## config.mk

```make
export PLATFORM = sky130hd
export DESIGN_NAME = alu_exec_unit
export DESIGN_NICKNAME = d
export VERILOG_FILES = /design/src/rtl/alu_exec_unit.sv
export SDC_FILE = /design/constraint.sdc
export NUM_CORES = 1
export LEC_CHECK = 0
export CORE_UTILIZATION = 35
export CTS_BUF_LIST = sky130_fd_sc_hd__clkbuf_4 sky130_fd_sc_hd__clkbuf_8
export DETAILED_ROUTE_END_ITERATION = 8
export GPL_TIMING_DRIVEN = 0
export PLACE_DENSITY = 0.52
export RECOVER_POWER = 100
export SYNTH_ARGS = -nofsm -noshare
export SYNTH_HDL_FRONTEND = slang
export SYNTH_SLANG_ARGS = --single-unit
```

## constraint.sdc

```tcl
create_clock -name clk -period 7.3 [get_ports clk]
set_clock_uncertainty 0.05 [all_clocks]
set_input_delay 1.095 -clock clk [delete_from_list [all_inputs] [get_ports clk]]
set_output_delay 1.095 -clock clk [all_outputs]
set_load 0.05 [all_outputs]
```

## src/rtl/alu_exec_unit.sv

```systemverilog
// alu_exec_unit
// Execute-stage ALU fed by the 4-bit ALU-control code. It returns a registered
// result with zero and signed-overflow flags over a valid/ready handshake.
// Logic, arithmetic and compare ops complete in one cycle. By default, shifts
// move one bit per cycle.
//
// Build option:
//   ALU_BARREL_SHIFT_EN - when defined, SLL/SRL/SRA use a combinational barrel
//                         shifter with latency 1. The SHIFT state and the
//                         shift counter are removed. Results are identical in
//                         both builds; only the latency differs.
//
// Ports:
//   clk, rst_n          rising-edge clock, asynchronous active-low reset
//   in_valid, in_ready  request handshake (in_ready = unit idle)
//   sel                 operation code
//   src_a, src_b        operands; src_b is the operand that gets shifted
//   shamt               shift amount
//   out_valid,out_ready result handshake
//   result, zero        registered result, result == 0
//   overflow            signed overflow, ADD/SUB only
//   busy                unit is not idle
//
// state  | meaning
// IDLE   | waiting for a request, in_ready high
// SHIFT  | iterative shift in progress, result_q is the working register
// DONE   | result valid, held until out_ready

module alu_exec_unit #(
    parameter int WIDTH   = 32,
    parameter int SHAMT_W = 5
) (
    input  logic               clk,
    input  logic               rst_n,
    input  logic               in_valid,
    output logic               in_ready,
    input  logic [3:0]         sel,
    input  logic [WIDTH-1:0]   src_a,
    input  logic [WIDTH-1:0]   src_b,
    input  logic [SHAMT_W-1:0] shamt,
    output logic               out_valid,
    input  logic               out_ready,
    output logic [WIDTH-1:0]   result,
    output logic               zero,
    output logic               overflow,
    output logic               busy
);

    localparam logic [3:0] SEL_AND = 4'b0000;
    localparam logic [3:0] SEL_OR  = 4'b0001;
    localparam logic [3:0] SEL_ADD = 4'b0010;
    localparam logic [3:0] SEL_SUB = 4'b0011;
    localparam logic [3:0] SEL_SLT = 4'b0100;
    localparam logic [3:0] SEL_SLL = 4'b0101;
    localparam logic [3:0] SEL_SRL = 4'b0110;
    localparam logic [3:0] SEL_SRA = 4'b0111;
    localparam logic [3:0] SEL_XOR = 4'b1001;
    localparam logic [3:0] SEL_NOR = 4'b1010;

`ifdef ALU_BARREL_SHIFT_EN
    typedef enum logic [1:0] {
        ST_IDLE = 2'd0,
        ST_DONE = 2'd2
    } state_t;
`else
    typedef enum logic [1:0] {
        ST_IDLE  = 2'd0,
        ST_SHIFT = 2'd1,
        ST_DONE  = 2'd2
    } state_t;
`endif

    state_t             state_q, state_d;
    logic [WIDTH-1:0]   result_q, result_d;
    logic               zero_q, zero_d;
    logic               ovf_q, ovf_d;

    logic [WIDTH-1:0]   sum;
    logic [WIDTH-1:0]   diff;
    logic [WIDTH-1:0]   alu_res;
    logic               alu_ovf;

`ifndef ALU_BARREL_SHIFT_EN
    logic [SHAMT_W-1:0] cnt_q, cnt_d;
    // Low two bits of sel identify the shift kind: 01 SLL, 10 SRL, 11 SRA.
    logic [1:0]         shop_q, shop_d;
    logic [WIDTH-1:0]   shifted;
    logic               is_shift;
`endif

    assign sum  = src_a + src_b;
    assign diff = src_a - src_b;

    // Single-cycle datapath, evaluated on the live inputs in the accept cycle.
    always_comb begin
        alu_res = '0;
        alu_ovf = 1'b0;
        case (sel)
            SEL_AND: alu_res = src_a & src_b;
            SEL_OR:  alu_res = src_a | src_b;
            SEL_ADD: begin
                alu_res = sum;
                alu_ovf = (src_a[WIDTH-1] == src_b[WIDTH-1]) &&
                          (sum[WIDTH-1] != src_a[WIDTH-1]);
            end
            SEL_SUB: begin
                alu_res = diff;
                alu_ovf = (src_a[WIDTH-1] != src_b[WIDTH-1]) &&
                          (diff[WIDTH-1] != src_a[WIDTH-1]);
            end
            // Signed compare on the operands directly, so it is immune to
            // overflow in a-b.
            SEL_SLT: alu_res = {{(WIDTH-1){1'b0}}, ($signed(src_a) < $signed(src_b))};
`ifdef ALU_BARREL_SHIFT_EN
            SEL_SLL: alu_res = src_b << shamt;
            SEL_SRL: alu_res = src_b >> shamt;
            SEL_SRA: alu_res = $unsigned($signed(src_b) >>> shamt);
`else
            // Only reached with shamt == 0; non-zero amounts go to SHIFT.
            SEL_SLL, SEL_SRL, SEL_SRA: alu_res = src_b;
`endif
            SEL_XOR: alu_res = src_a ^ src_b;
            SEL_NOR: alu_res = ~(src_a | src_b);
            default: alu_res = '0;
        endcase
    end

`ifndef ALU_BARREL_SHIFT_EN
    assign is_shift = (sel == SEL_SLL) || (sel == SEL_SRL) || (sel == SEL_SRA);

    always_comb begin
        case (shop_q)
            2'b01:   shifted = {result_q[WIDTH-2:0], 1'b0};
            2'b10:   shifted = {1'b0, result_q[WIDTH-1:1]};
            default: shifted = {result_q[WIDTH-1], result_q[WIDTH-1:1]};
        endcase
    end
`endif

    always_comb begin
        state_d  = state_q;
        result_d = result_q;
        zero_d   = zero_q;
        ovf_d    = ovf_q;
`ifndef ALU_BARREL_SHIFT_EN
        cnt_d    = cnt_q;
        shop_d   = shop_q;
`endif
        case (state_q)
            ST_IDLE: begin
                if (in_valid) begin
`ifndef ALU_BARREL_SHIFT_EN
                    if (is_shift && (shamt != '0)) begin
                        state_d  = ST_SHIFT;
                        result_d = src_b;
                        zero_d   = 1'b0;
                        ovf_d    = 1'b0;
                        cnt_d    = shamt;
                        shop_d   = sel[1:0];
                    end else
`endif
                    begin
                        state_d  = ST_DONE;
                        result_d = alu_res;
                        zero_d   = (alu_res == '0);
                        ovf_d    = alu_ovf;
                    end
                end
            end
`ifndef ALU_BARREL_SHIFT_EN
            ST_SHIFT: begin
                result_d = shifted;
                cnt_d    = cnt_q - SHAMT_W'(1);
                // zero is only published with the final shifted value.
                zero_d   = 1'b0;
                if (cnt_q == SHAMT_W'(1)) begin
                    state_d = ST_DONE;
                    zero_d  = (shifted == '0);
                end
            end
`endif
            ST_DONE: begin
                if (out_ready) begin
                    state_d = ST_IDLE;
                end
            end
            default: state_d = ST_IDLE;
        endcase
    end

    always_ff @(posedge clk or negedge rst_n) begin
        if (!rst_n) begin
            state_q  <= ST_IDLE;
            result_q <= '0;
            zero_q   <= 1'b1;
            ovf_q    <= 1'b0;
`ifndef ALU_BARREL_SHIFT_EN
            cnt_q    <= '0;
            shop_q   <= 2'b00;
`endif
        end else begin
            state_q  <= state_d;
            result_q <= result_d;
            zero_q   <= zero_d;
            ovf_q    <= ovf_d;
`ifndef ALU_BARREL_SHIFT_EN
            cnt_q    <= cnt_d;
            shop_q   <= shop_d;
`endif
        end
    end

    assign in_ready  = (state_q == ST_IDLE);
    assign busy      = (state_q != ST_IDLE);
    assign out_valid = (state_q == ST_DONE);
    assign result    = result_q;
    assign zero      = zero_q;
    assign overflow  = ovf_q;

endmodule

```

==> flow_summary.toml, run 1 <==
[yosys]
syn_area_sq_um = 8380
syn_area_per_cell_sq_um = 7.12
synthArstFlopShare_pct = 100
syn_nets = 1367
synth_seq_cells = 43
ys_seq_area_share_pct = 12.9
synth_edf_count = 0
synth_warnings = 0
synth_cells = 1176
ys_types = 89
synth-main-ff-cell = "dfrtp_1"

[clock_tree]
clock_path_buffers = 2
post_cts_resized = 0
cts_root_buffer = "clkbuf_8"
cts_sinks = 43
cts_tree = "done"
post_cts_buffers = 0
cts.clk_slew.worst_paths_ps = 90
cts-htree-levels = 2
clock_latency_ps = 320
numCtsBuffers = 5
cts_hold_buf = 0

[timing]
setup_ws_ps = 1300
final_hold_viol_count = 0
period_share_pct = 82.2
slew_viol_final = 29
setup_tns_ps = 0
fmax_mhz = 167
slew-limit-headroom_pct = -10.4
period_minus_slack_ps = 6000
grt_setup_unrepaired = "false"
worst_pin_slew_ps = 1660
setup_viol = 0

[outcome]
status = "complete, but fails checks"
violations = "max-capacitance violations, max-slew violations"

[placement]
place_hpwl_um = 29800
dp_cells = 1609
dp_slack_ps = 1540
post_dp_cell_area_sq_um = 9930
gp_congestion = 0.965
port_buffers = 112

[route]
wl_um = 37400
num_vias = 9834
remaining_drc_errors = 0
drtIter0Drc = 889
ant_nets = 0
wl_per_cell_um = 23.1
via_per_inst = 6.08
drt_first_pass_iters = 6

[setup_path]
required_ps = 7460
crit_type = "input port to flop"
reg2reg_setup_slack_ps = 3790
arrival_ps = 6160
critPathLaunchType = "input port"
end_kind = "flop"
crit_fanout = 10

[hold_path]
hp-class = "flop to flop"

[global_route]
grt_max_degree = 29
grt_pass1_wl_um = 55900
grt_pass1_vias = 9327
track_usage_pct = 30.3
grt_antenna_before_repair = 0
grt_remaining_overflow = 0

[layout]
drive_gt1_share_pct = 3.24
fin_area_sq_um = 10000
area_growth_pct = 19.4
regArea_sq_um = 1080
insertedDiodeCount = 0
nFillCells = 2490
layoutNonFillerInstCount = 1617
mostFrequentLayoutCell = "ha_1"
num-nets-final = 1488
multi_input_area_sq_um = 6550
layout_common_cells = "112 x ha_1, 110 x inv_1, 109 x nand2_1, 100 x a21oi_1, 94 x o21ai_0"

[die]
die_h_um = 157
initial_core_util_pct = 35.7
num_io_pins = 114
coreArea_sq_um = 23500
die_area_sq_um = 24600
fp.dieW_um = 157
std_cell_rows = 56

[power]
power_density_nw_per_um2 = 230
p_leak_nw = 4.32
ir_drop_v = 0.000178

[flow_run]
maxCapViolations = 1
## worst max-delay path: stages
cell and delay (ps):
dlygate4sd3_1 590, clkbuf_1 320, clkbuf_1 590, clkbuf_1 620, clkbuf_1 710, clkbuf_1 640, o22ai_1 240, xnor2_1 200
o21ai_0 220, nor4_4 420, nand4_1 130, o41ai_1 370
## metal layers
metal	vias to the layer above	GRT usage, %	wire (um)
met1	4731	42.0	17000
met4	0	10.5	1280
met2	473	47.6	16400
met3	62	4.40	2670
li1	4568	-	-
met5	-	0	0
## state kept, by name, indices dropped and copies added (netlist names)
name      cells
cnt_q         5
overflow      1
state_q       2
shop_q        2
zero          1
result       32
## cells by family (layout without fill, tap and decap cells)
| logic type | count (synthesis) | in the layout | synth area share, % |
|---|---|---|---|
| muxes | 9 | 9 | 1.11 |
| AOI/OAI and AO/OA | 457 | 457 | 37.9 |
| and+or+nand+nor | 343 | 343 | 19.9 |
| DFF | 43 | 43 | 12.9 |
| xor gates and xnor gates | 21 | 21 | 2.20 |
| adders and majority gates | 114 | 114 | 17.2 |
| buffers and inverters | 189 | 311 | 8.89 |
## stage by stage
stage,utilization [%],power (mW),hold slack (ps)
5_1_grt,42.6,2.43,490
3_3_place_gp,42.2,2.12,443
6_report,42.6,2.30,463
4_1_cts,42.8,2.30,475
2_1_floorplan,-,1.53,423
3_5_place_dp,42.3,2.12,453
## cell type report
cell class	count	area share, %
clock buffers	7	0.964
clock inverters	1	0.0751
inverters	111	4.17
multi-input cells	944	65.5
repair buffers	114	11.3
flip-flops and latches	43	10.8
plain buffers	78	3.20
well taps	319	3.99
## synth_stat cells (4+ instances only)
| master | number | area share, % |
|---|---|---|
| a2bb2oi_1 | 4 | 0.42 |
| xnor2_1 | 20 | 2.1 |
| nand2_1 | 109 | 4.9 |
| inv_1 | 110 | 4.9 |
| mux2i_1 | 7 | 0.84 |
| nand2b_1 | 10 | 0.75 |
| ha_1 | 112 | 17 |
| clkbuf_1 | 57 | 2.6 |
| o21bai_1 | 9 | 0.81 |
| a221oi_1 | 13 | 1.4 |
| a2111oi_0 | 4 | 0.42 |
| a22o_1 | 39 | 4.1 |
| o21ai_1 | 5 | 0.30 |
| nor4_1 | 15 | 1.1 |
| a21oi_1 | 100 | 6.0 |
| a211oi_1 | 16 | 1.4 |
| nor3_1 | 24 | 1.4 |
| o211ai_1 | 13 | 1.2 |
| nor2_1 | 87 | 3.9 |
| and2_1 | 7 | 0.52 |
| a41oi_1 | 4 | 0.42 |
| buf_1 | 6 | 0.27 |
| a22oi_1 | 30 | 2.7 |
| o21ai_0 | 92 | 5.5 |
| o2111ai_1 | 5 | 0.52 |
| dfrtp_1 | 42 | 13 |
| nor3b_1 | 4 | 0.36 |
| a32oi_1 | 6 | 0.63 |
| buf_4 | 4 | 0.36 |
| a221o_1 | 14 | 1.7 |
| and3_1 | 10 | 0.75 |
| nor2b_1 | 14 | 1.0 |
| o22ai_1 | 9 | 0.67 |
| nand4_1 | 14 | 1.0 |
| o31ai_1 | 13 | 1.2 |
| nand3_1 | 25 | 1.5 |
| a21o_1 | 15 | 1.3 |
| buf_2 | 10 | 0.60 |
| a31oi_1 | 12 | 0.90 |
## power breakdown
part | internal (mW) | switching, mW | total (mW)
sequential | 0.340 | 0.120 | 0.460
clock | 0.0863 | 0.0974 | 0.184
combinational | 0.544 | 1.11 | 1.66
total | 0.971 | 1.33 | 2.30
## worst paths after layout
path | from | endpoint | cells past startpoint
hold / removal | overflow$_DFFE_PN0P_ | overflow$_DFFE_PN0P_ | 1
max in group asynchronous | rst_n | result[9]$_DFFE_PN0P_ | 2
setup reg to reg | shop_q[0]$_DFFE_PN0P_ | zero$_DFFE_PN1P_ | 12
min in group asynchronous | rst_n | cnt_q[2]$_DFFE_PN0P_ | 1
setup / recovery | sel[0] | zero$_DFFE_PN1P_ | 12
hold reg to reg | overflow$_DFFE_PN0P_ | overflow$_DFFE_PN0P_ | 1
Note: power is estimated with default switching activity, not from simulation.
==> run 2: changes to the inputs <==
Clock period 7.3 ns to 6.2 ns, I/O delays scaled along.
==> flow_summary.toml, run 2 (synthesized netlist as in run 1, its figures left out) <==
[placement]
port_buffers = 112
dp_cells = 1609
place_hpwl_um = 29800
gp_congestion = 0.965

[timing]
period_minus_slack_ps = 5650
fmax_mhz = 177
period_share_pct = 91.1
slew-limit-headroom_pct = -8.49
worst_pin_slew_ps = 1630
setup_viol = 0
slew_viol_final = 29
final_hold_viol_count = 0
grt_setup_unrepaired = "false"
setup_tns_ps = 0

[layout]
mostFrequentLayoutCell = "ha_1"
num-nets-final = 1488
insertedDiodeCount = 0
drive_gt1_share_pct = 3.31
largest_reg_flops = 32
layout_common_cells = "112 x ha_1, 110 x inv_1, 109 x nand2_1, 100 x a21oi_1, 94 x o21ai_0"
regArea_sq_um = 1080
layoutNonFillerInstCount = 1617
multi_input_area_sq_um = 6550
area_growth_pct = 19.4
nFillCells = 2487

[clock_tree]
cts_tree = "done"
cts_sinks = 43
clock_latency_ps = 320
cts-htree-levels = 2
numCtsBuffers = 5
post_cts_resized = 0
cts.clk_slew.worst_paths_ps = 90
post_cts_buffers = 0
cts_hold_buf = 0
clock_path_buffers = 2
cts_root_buffer = "clkbuf_8"

[outcome]
status = "complete, but fails checks"
violations = "max-capacitance violations, max-slew violations"

[power]
p_leak_nw = 4.33
power_frac_clock_pct = 7.9
p_sw_mw = 1.56
power_density_nw_per_um2 = 271
p_seq_share_pct = 20.1
internal_power_mw = 1.14
ir_drop_v = 0.000210
switching_share_pct = 57.8
combPwrFrac_pct = 72.0

[route]
wl_per_cell_um = 23.1
via_per_inst = 6.09
num_vias = 9845
ant_nets = 0
drtIter0Drc = 954
remaining_drc_errors = 0
drt_first_pass_iters = 5
wl_um = 37400

[setup_path]
critPathLaunch = "sel[0]"
required_ps = 6380
end_kind = "flop"
crit_type = "input port to flop"
critPathLaunchType = "input port"
crit_fanout = 10
arrival_ps = 5830
r2r-start = "shop_q[0]$_DFFE_PN0P_"

[global_route]
grt_remaining_overflow = 0
grt_max_degree = 29
grt_pass1_wl_um = 55900
grt_antenna_before_repair = 0
track_usage_pct = 30.3
grt_pass1_vias = 9327

[flow_run]
maxCapViolations = 1

[die]
die_h_um = 157
fp.dieW_um = 157
std_cell_rows = 56
initial_core_util_pct = 35.7
coreArea_sq_um = 23500
die_area_sq_um = 24600
num_io_pins = 114

[hold_path]
hp-class = "flop to flop"
holdCritStartpoint = "overflow$_DFFE_PN0P_"
[run 2: final timing paths]
check / endpoint / slack [ps] / depth (start not counted)
setup / recovery: zero$_DFFE_PN1P_ / 550 / 12
hold / removal: overflow$_DFFE_PN0P_ / 460 / 1
setup reg to reg: zero$_DFFE_PN1P_ / 2750 / 12
hold reg to reg: overflow$_DFFE_PN0P_ / 460 / 1
max in group asynchronous: result[9]$_DFFE_PN0P_ / 3460 / 2
min in group asynchronous: cnt_q[2]$_DFFE_PN0P_ / 640 / 1
[run 2: metrics by stage]
step	worst slack, ps	total power [mW]	hold slack [ps]	cell area, sq um	util (%)
global route	460	2.86	490	10000	42.6
finish	551	2.71	463	10000	42.6
detailed placement	608	2.49	453	9930	42.3
floorplan	2110	1.80	423	8380	-
global placement	539	2.50	443	9900	42.2
CTS	908	2.71	475	10000	42.8
[run 2: routing by layer]
metal	up-vias	GRT usage, %	part of all wire [%]
met5	-	0	0
met4	0	10.5	3.5
met3	68	4.40	7.0
met2	427	47.6	44
met1	4772	42.0	46
li1	4578	-	-
[run 2: critical path, cell delays in order]
cell	delay (ps)
dlygate4sd3_1	590
buf_2	220
clkbuf_1	560
clkbuf_1	610
clkbuf_1	720
clkbuf_1	650
o22ai_1	240
xnor2_1	190
o21ai_0	220
nor4_4	420
nand4_1	150
o41ai_2	310
[run 2: cell type report]
cell class | count | share of cell area [%]
inverter | 111 | 4.17
clock inverter | 1 | 0.0751
timing repair buffer | 114 | 11.3
tap | 319 | 3.99
sequential | 43 | 10.8
clock buffer | 7 | 0.963
buffer | 78 | 3.25
multi-input combinational | 944 | 65.5
[run 2: power by group through the flow]
stage | registers, mW | clock network, mW | logic [mW]
after floorplan | 0.833 | 0 | 0.970
after global placement | 0.550 | 0 | 1.95
after detailed placement | 0.549 | 0 | 1.95
after CTS | 0.543 | 0.214 | 1.96
after global routing | 0.554 | 0.228 | 2.08
final | 0.543 | 0.215 | 1.95
==> run 3: changes to the inputs <==
Settings changed: CORE_UTILIZATION 35 to 45, PLACE_DENSITY 0.52 to 0.79.
==> flow_summary.toml, run 3 (synthesized netlist as in run 1, its figures left out) <==
[timing]
slew-limit-headroom_pct = -37.4
period_share_pct = 92.1
setup_tns_ps = 0
fmax_mhz = 175
period_minus_slack_ps = 5710
setup_viol = 0
hold_ws_ps = 408
grt_setup_unrepaired = "false"
final_hold_viol_count = 0
worst_pin_slew_ps = 2060
slew_viol_final = 39

[route]
wl_um = 34200
num_vias = 10107
drtIter0Drc = 996
remaining_drc_errors = 21
ant_nets = 0
drt_first_pass_iters = 9
via_per_inst = 6.62
wl_per_cell_um = 22.4

[layout]
area_growth_pct = 17.5
nFillCells = 1815
layout_common_cells = "112 x ha_1, 110 x inv_1, 109 x nand2_1, 100 x a21oi_1, 95 x o21ai_0"
insertedDiodeCount = 0
largest_reg_flops = 32
fin_area_sq_um = 9840
num-nets-final = 1487
regArea_sq_um = 1080
multi_input_area_sq_um = 6510
drive_gt1_share_pct = 2.85
layoutNonFillerInstCount = 1526
mostFrequentLayoutCell = "ha_1"

[clock_tree]
clock_latency_ps = 310
numCtsBuffers = 5
clock_path_buffers = 2
cts_tree = "done"
post_cts_buffers = 0
cts_root_buffer = "clkbuf_8"
post_cts_resized = 0
cts_sinks = 43
cts-htree-levels = 2
cts_hold_buf = 0
cts.clk_slew.worst_paths_ps = 90

[die]
coreArea_sq_um = 18100
fp.dieW_um = 138
num_io_pins = 114
die_h_um = 138
die_area_sq_um = 19200
initial_core_util_pct = 46.3
std_cell_rows = 49

[global_route]
grt_antenna_before_repair = 1
track_usage_pct = 34.9
grt_pass1_wl_um = 52600
grt_max_degree = 39
grt_remaining_overflow = 0
grt_pass1_vias = 9386

[setup_path]
arrival_ps = 5880
reg2reg_depth = 12
worstPathCellList = "dlygate4sd3_1 > inv_1 > ha_1 > clkbuf_1 > inv_1 > nor4_1 > o211ai_1 > nand3_1 > nand3_1 > xnor2_1 > a221oi_1 > nand4_1 > nor4_1 > nand4_1 > o41ai_2"
required_ps = 6370
critPathLaunchType = "input port"
critical_path.slowest_cell = "a221oi_1"
r2r-start = "shop_q[0]$_DFFE_PN0P_"
crit_type = "input port to flop"
critical_path.max_stage_delay_ps = 860
timing.rr.end = "zero$_DFFE_PN1P_"
crit_fanout = 9
end_kind = "flop"
reg2reg_setup_slack_ps = 3060

[power]
p_leak_nw = 4.32
ir_drop_v = 0.000123
power_density_nw_per_um2 = 272

[outcome]
status = "complete, but fails checks"
violations = "design-rule violations, max-capacitance violations, max-slew violations"

[placement]
dp_cells = 1518
place_hpwl_um = 27200
post_dp_cell_area_sq_um = 9800
port_buffers = 112
gp_congestion = 1.02

[flow_run]
maxCapViolations = 1

[hold_path]
hp-class = "input port to asynchronous set/reset pin"
==> run 3: layout make-up <==
cell class | instances | share of cell area (%)
Clock inverter | 3 | 0.470
Timing Repair Buffer | 113 | 11.4
Multi-Input combinational cell | 944 | 66.1
Clock buffer | 5 | 0.699
Sequential cell | 43 | 10.9
Inverter | 111 | 4.23
Tap cell | 229 | 2.91
Buffer | 78 | 3.27
==> run 3: through the flow <==
| stage | power, mW | setup slack [ps] | utilization, % |
|---|---|---|---|
| floorplan | 1.80 | 2110 | - |
| global placement | 2.42 | 702 | 54.1 |
| detailed placement | 2.45 | 665 | 54.2 |
| CTS | 2.69 | 983 | 54.8 |
| global route | 2.83 | 384 | 54.4 |
| finish | 2.68 | 490 | 54.4 |
==> run 3: worst max-delay path: cells and delay by family <==
kind	cells	cell delay [ps]
xor gates and xnor gates	1	160
adders and majority gates	1	270
buffers and inverters	4	1310
and+or+nand+nor	6	1630
AOI/OAI and AO/OA	3	1560
==> run 3: layer usage <==
metal | up-vias | wire [um] | track usage (%)
li1 | 4592 | - | -
met3 | 129 | 3680 | 5.26
met4 | 2 | 1740 | 17.7
met2 | 649 | 15300 | 56.0
met5 | - | 16 | 0
met1 | 4735 | 13400 | 45.4
==> run 3: how the worst max path moves through the flow <==
| stage | start | endpoint | slack (ps) | cells after the start |
|---|---|---|---|---|
| 2_1_floorplan | src_a[0] | zero$_DFFE_PN1P_ | 2110 | 14 |
| 6_report | src_b[10] | zero$_DFFE_PN1P_ | 490 | 15 |
| 3_3_place_gp | src_b[17] | zero$_DFFE_PN1P_ | 700 | 15 |
| 3_5_place_dp | src_b[17] | zero$_DFFE_PN1P_ | 660 | 15 |
| 5_1_grt | src_b[10] | zero$_DFFE_PN1P_ | 380 | 15 |
| 4_1_cts | src_b[17] | zero$_DFFE_PN1P_ | 980 | 15 |
==> run 3: where the power goes <==
group | switching, mW | leakage (nW) | internal, mW | total, mW
combinational | 1.25 | 3.73 | 0.639 | 1.89
sequential | 0.151 | 0.541 | 0.400 | 0.551
clock | 0.112 | 0.0548 | 0.121 | 0.233
total | 1.52 | 4.32 | 1.16 | 2.68
